===== src/rtl/fetch_pc_unit.sv =====
// Instruction fetch PC unit.
// Holds the fetch PC and runs a three-state fetch handshake (IDLE/REQ/HOLD)
// against an instruction memory. It captures returned words for a downstream
// consumer and applies branch and jump redirects. A redirect that arrives while
// a memory request is outstanding is remembered so that the stale data is dropped.
module fetch_pc_unit #(
    parameter logic [31:0] RESET_PC = 32'h0000_0000
) (
    input  logic        clock,
    input  logic        reset,
    input  logic        stall,
    input  logic        branch_taken,
    input  logic        jump,
    input  logic [31:0] branch_base,
    input  logic [31:0] branch_offset,
    input  logic [25:0] jump_index,
    output logic        imem_req,
    output logic [31:0] imem_addr,
    input  logic        imem_ack,
    input  logic [31:0] imem_rdata,
    output logic [31:0] instr,
    output logic [31:0] instr_pc,
    output logic        instr_valid,
    input  logic        instr_ready,
    output logic [31:0] pc,
    output logic [31:0] pc_plus4
);

    localparam logic [1:0] IDLE = 2'd0;
    localparam logic [1:0] REQ  = 2'd1;
    localparam logic [1:0] HOLD = 2'd2;

    logic [1:0]  state_reg,         state_next;
    logic [31:0] pc_reg,            pc_next;
    logic [31:0] imem_addr_reg,     imem_addr_next;
    logic [31:0] instr_reg,         instr_next;
    logic [31:0] instr_pc_reg,      instr_pc_next;
    logic        instr_valid_reg,   instr_valid_next;
    logic        flush_pending_reg, flush_pending_next;
    // Low for the first edge after reset release, so the first request is
    // launched no earlier than the second rising edge.
    logic        started_reg;

    logic        redirect;
    logic [31:0] branch_sum;
    logic [31:0] target;

    assign redirect   = jump | branch_taken;
    assign branch_sum = branch_base + branch_offset;

    // Redirect target: jump wins over branch; word alignment is forced.
    always_comb begin
        target = 32'h0;
        if (jump) begin
            target = {branch_base[31:28], jump_index, 2'b00};
        end else begin
            target = branch_sum & 32'hFFFF_FFFC;
        end
    end

    assign pc_plus4    = pc_reg + 32'd4;
    assign pc          = pc_reg;
    assign imem_addr   = imem_addr_reg;
    assign instr       = instr_reg;
    assign instr_pc    = instr_pc_reg;
    assign instr_valid = instr_valid_reg;
    // Derived from state so an asynchronous reset drops it immediately.
    assign imem_req    = (state_reg == REQ);

    // Next-state logic for the fetch FSM, the PC and the capture registers.
    always_comb begin
        state_next         = state_reg;
        pc_next            = pc_reg;
        imem_addr_next     = imem_addr_reg;
        instr_next         = instr_reg;
        instr_pc_next      = instr_pc_reg;
        instr_valid_next   = instr_valid_reg;
        flush_pending_next = flush_pending_reg;

        if (redirect) begin
            pc_next = target;
        end

        case (state_reg)
            IDLE: begin
                if (started_reg && !stall && !redirect) begin
                    state_next     = REQ;
                    imem_addr_next = pc_reg;
                end
            end
            REQ: begin
                if (imem_ack) begin
                    if (flush_pending_reg || redirect) begin
                        // Stale word: drop it and refetch from the current PC.
                        flush_pending_next = 1'b0;
                        if (!stall) begin
                            state_next     = REQ;
                            imem_addr_next = redirect ? target : pc_reg;
                        end else begin
                            state_next = IDLE;
                        end
                    end else begin
                        instr_next       = imem_rdata;
                        instr_pc_next    = imem_addr_reg;
                        instr_valid_next = 1'b1;
                        pc_next          = pc_plus4;
                        state_next       = HOLD;
                    end
                end else if (redirect) begin
                    // The request stays outstanding; its data is dropped later.
                    flush_pending_next = 1'b1;
                end
            end
            HOLD: begin
                if (instr_ready || redirect) begin
                    instr_valid_next = 1'b0;
                    if (!stall) begin
                        state_next     = REQ;
                        imem_addr_next = redirect ? target : pc_reg;
                    end else begin
                        state_next = IDLE;
                    end
                end
            end
            default: begin
                state_next = IDLE;
            end
        endcase
    end

    // State registers with asynchronous active-high reset.
    always_ff @(posedge clock or posedge reset) begin
        if (reset) begin
            state_reg         <= IDLE;
            pc_reg            <= RESET_PC;
            imem_addr_reg     <= 32'h0;
            instr_reg         <= 32'h0;
            instr_pc_reg      <= 32'h0;
            instr_valid_reg   <= 1'b0;
            flush_pending_reg <= 1'b0;
            started_reg       <= 1'b0;
        end else begin
            state_reg         <= state_next;
            pc_reg            <= pc_next;
            imem_addr_reg     <= imem_addr_next;
            instr_reg         <= instr_next;
            instr_pc_reg      <= instr_pc_next;
            instr_valid_reg   <= instr_valid_next;
            flush_pending_reg <= flush_pending_next;
            started_reg       <= 1'b1;
        end
    end

endmodule


===== config.mk =====
export PLATFORM = sky130hd
export DESIGN_NAME = fetch_pc_unit
export DESIGN_NICKNAME = d
export VERILOG_FILES = /design/src/rtl/fetch_pc_unit.sv
export SDC_FILE = /design/constraint.sdc
export NUM_CORES = 1
export LEC_CHECK = 0
export BUFFER_PORTS_ARGS = -buffer_cell sky130_fd_sc_hd__buf_2
export CAP_MARGIN = 10
export CORE_ASPECT_RATIO = 1.2
export CORE_UTILIZATION = 46
export CTS_CLUSTER_DIAMETER = 80
export DETAILED_ROUTE_END_ITERATION = 12
export GPL_TIMING_DRIVEN = 0
export PLACE_DENSITY = 0.78
export SYNTH_ARGS = -nofsm -noshare
export SYNTH_HDL_FRONTEND = slang
export SYNTH_SLANG_ARGS = --single-unit
export TNS_END_PERCENT = 50

===== constraint.sdc =====
create_clock -name clock -period 3.71 [get_ports clock]
set_input_delay 0.371 -clock clock [delete_from_list [all_inputs] [get_ports clock]]
set_output_delay 0.371 -clock clock [all_outputs]
set_load 0.02 [all_outputs]

==> summary.json <==
{
  "status": "completed",
  "cts_buffers": 17,
  "cp_num_buf_inv": 2,
  "seq_power_share_pct": 32.1,
  "die_width_um": 123,
  "grt_start_max_net_pins": 40,
  "via_count": 7627,
  "cp.required_ns": 3.34,
  "fin_worst_hold_slack_ns": 0.0542,
  "slew_headroom_pct": 53.0,
  "die_height_um": 147,
  "final_number_of_max_transition_violations": 0,
  "mappedNetlistNets": 990,
  "n_fill_cell": 1479,
  "avgRoutedWirePerCell_um": 18.3,
  "num-nets-final": 1302,
  "syn-cell-area_um2": 8090,
  "stdcell_count": 1368,
  "worst_path_max_delay_cell": "sky130_fd_sc_hd__nor4_4",
  "setup_ws_ns": 0.215,
  "worst_skew_pair.late_latency_ns": 0.42,
  "timing.critical_path.cells": "clkbuf_1, nand3_1, nor4_4, nand3_2, nor2_2, and3_1, nand3_1, xnor2_1, buf_2",
  "post_synth_inst_count": 826,
  "share_comb_of_total_power_pct": 45.5,
  "hold_path_class": "in2async",
  "initial_utilization_pct": 47.4,
  "portion_of_total_power_attributed_to_the_clock_network_pct": 22.4,
  "vias_in_the_first_global_route": 7341,
  "timing.final.setup_violations": 0,
  "place.detailed.instances": 1335,
  "post_cts_buffers": 0,
  "predominant_post_synthesis_flop_cell": "sky130_fd_sc_hd__dfrtp_1",
  "post-route-min-period_ns": 3.50,
  "netSwitchingFraction_pct": 43.4,
  "drt-vias-per-instance": 5.58,
  "crit_arrival_ns": 3.12,
  "synth_xor_area_share_pct": 7.47,
  "p_int_w": 0.00430,
  "final_routed_wirelength_across_all_metal_layers_um": 25000,
  "initialDrtViolationCount": 515,
  "layout_common_cells": "sky130_fd_sc_hd__buf_2, sky130_fd_sc_hd__dfrtp_1, sky130_fd_sc_hd__nand2_1, sky130_fd_sc_hd__mux2_2, sky130_fd_sc_hd__nor2_1",
  "worst_clock_skew_ns": 0.0107,
  "post-route-util_pct": 61.4,
  "gp_congestion": 0.910,
  "buffer_ports.inserted": 290,
  "grtUsageTotal_pct": 27.9,
  "r2r_cells": 10,
  "timing.reg2reg.setup_slack_ns": 0.77,
  "worst_r2r_startpoint": "pc[13]",
  "dominant_combinational_cell_family_by_area_after_synthesis": "compound AO/OA/AOI/OAI gates",
  "cts.sink_count": 133,
  "ant_nets": 0,
  "cap_violations": 0,
  "std_cell_rows": 52,
  "core_region_area_um2": 17000,
  "drt_pre_antenna_iters": 5,
  "timing.critical_path.from_type": "flop",
  "switch_pwr_w": 0.00330,
  "buffer_levels_on_the_longest_clock_path": 2,
  "timing.critical_path.mode_cell": "sky130_fd_sc_hd__nand3_1",
  "worst_setup_path_class": "reg2out",
  "drc": 0,
  "rsz0062_at_grt": "false",
  "grt.overflow.total": 0,
  "basic_gate_share_of_the_synthesized_area_counting_and_or_nand_and_nor_cells_pct": 14.8,
  "place_hpwl_um": 20000,
  "post_cts_resized": 0,
  "timing.setup.tns_ns": 0,
  "ir_drop_uv": 346,
  "deepest_level_of_the_cts_h_tree": 4,
  "endpoint_kind": "output pin",
  "syn_area_per_cell_um2": 9.79,
  "reg2reg_to": "pc[30]",
  "seq_area_frac_synth_pct": 41.2,
  "number_of_antenna_violations_at_the_first_check_in_global_routing": 1,
  "synth_cell_type_count": 74,
  "async_reset_ff_share_pct": 100,
  "io_pins": 291,
  "critical_path.max_fanout": 7,
  "grt_first_pass_wirelength_um": 38500,
  "postCtsHoldBufs": 0,
  "synth-edff-count": 0,
  "fin_crit_sh_pct": 94.2,
  "final-hold-violation-count": 0,
  "yosys.area_share.adder_pct": 5.42,
  "synth_compound_area_share_pct": 16.6,
  "path_clk_slew_ns": 0.06,
  "flow.area_growth_from_synthesis_pct": 29.5,
  "synthMuxAreaShare_pct": 11.7,
  "dp_worst_setup_slack_ns": 0.515,
  "synth.yosys.warnings": 0,
  "max_freq_mhz": 286,
  "clk_root_buffer_cell": "sky130_fd_sc_hd__clkbuf_16",
  "tritoncts": "built",
  "layout_commonest_cell": "sky130_fd_sc_hd__buf_2",
  "path_delay_family": "simple AND/OR/NAND/NOR gates",
  "max_slew.worst_pin.slew_ns": 0.705,
  "synth.ff_latch_count": 133,
  "power-per-cell-area_nw_per_um2": 726,
  "final_layout_size_suffix_gt1_share_pct": 36.9,
  "cpPeakStageDelay_ns": 0.58,
  "die_area_um2": 18100,
  "power_leakage_nw": 5.04
}
-- layer usage --
layer | up-vias | global-route usage [%] | wire length [um]
li1 | 3594 | - | -
met1 | 3575 | 33.6 | 9820
met2 | 388 | 47.4 | 12300
met3 | 70 | 5.16 | 1890
met4 | 0 | 13.1 | 1020
met5 | - | 0 | 0
-- power by group through the flow --
stage / Clock (W) / Combinational [W] / Sequential (W)
2_1_floorplan: 0 / 0.00158 / 0.00303
3_3_place_gp: 0 / 0.00336 / 0.00243
3_5_place_dp: 0 / 0.00344 / 0.00246
4_1_cts: 0.00172 / 0.00345 / 0.00244
5_1_grt: 0.00179 / 0.00373 / 0.00252
6_report: 0.00170 / 0.00346 / 0.00244
-- through the flow --
stage          power, W  cell area, um2
2_1_floorplan   0.00462            8090
3_5_place_dp    0.00590            9870
6_report        0.00760           10500
4_1_cts         0.00760           10500
3_3_place_gp    0.00579            9810
5_1_grt         0.00804           10500
-- cells by family after synthesis --
group                      count (synthesis)
adders and majority gates                 35
AOI/OAI and AO/OA                        197
other                                      1
muxes                                     86
DFF                                      133
xor gates and xnor gates                  69
buffers and inverters                     58
and+or+nand+nor                          247
-- synthesized netlist by cell type (4+ instances only) --
cell type,count,area [um2]
sky130_fd_sc_hd__xnor2_1,47,412
sky130_fd_sc_hd__nor3_1,12,60.1
sky130_fd_sc_hd__mux2i_1,19,190
sky130_fd_sc_hd__buf_1,4,15.0
sky130_fd_sc_hd__a31oi_1,8,50.1
sky130_fd_sc_hd__a21o_1,15,113
sky130_fd_sc_hd__dfrtp_1,133,3330
sky130_fd_sc_hd__mux2_2,67,754
sky130_fd_sc_hd__a21oi_1,54,270
sky130_fd_sc_hd__or3_1,7,43.8
sky130_fd_sc_hd__nand4_1,9,56.3
sky130_fd_sc_hd__o211ai_1,4,30.0
sky130_fd_sc_hd__xor2_1,22,193
sky130_fd_sc_hd__and3_1,11,68.8
sky130_fd_sc_hd__and2_1,9,56.3
sky130_fd_sc_hd__nand3_1,21,105
sky130_fd_sc_hd__o21a_1,9,67.6
sky130_fd_sc_hd__o21ai_1,6,30.0
sky130_fd_sc_hd__clkbuf_1,36,135
sky130_fd_sc_hd__inv_1,13,48.8
sky130_fd_sc_hd__nor2b_1,6,37.5
sky130_fd_sc_hd__nand2b_1,6,37.5
sky130_fd_sc_hd__o31ai_1,4,30.0
sky130_fd_sc_hd__nor2_1,56,210
sky130_fd_sc_hd__ha_1,35,438
sky130_fd_sc_hd__o21ai_0,47,235
sky130_fd_sc_hd__a211oi_1,5,37.5
sky130_fd_sc_hd__o221ai_1,4,35.0
sky130_fd_sc_hd__nand2_1,89,334
-- worst max path at each step --
stage,from,end,slack [ns],depth (start not counted)
after CTS,pc[13],pc_plus4[30],0.26,9
after global routing,pc[13],pc_plus4[30],0.03,9
after detailed placement,branch_base[6],imem_addr[30],0.51,11
final,pc[13],pc_plus4[30],0.21,9
after floorplan,pc[3],pc_plus4[30],0.97,8
after global placement,branch_base[6],imem_addr[30],0.51,11
-- area by class of cell --
cell class	count	area, um2	share of cell area, %
Antenna cell	1	2.50	0.0239
Buffer	44	175	1.67
Clock buffer	17	425	4.06
Clock inverter	15	170	1.63
Inverter	14	56.3	0.538
Multi-Input combinational cell	635	4530	43.3
Sequential cell	133	3330	31.8
Tap cell	216	270	2.58
Timing Repair Buffer	293	1510	14.4
No activity file was read; power rests on OpenSTA's default activity.
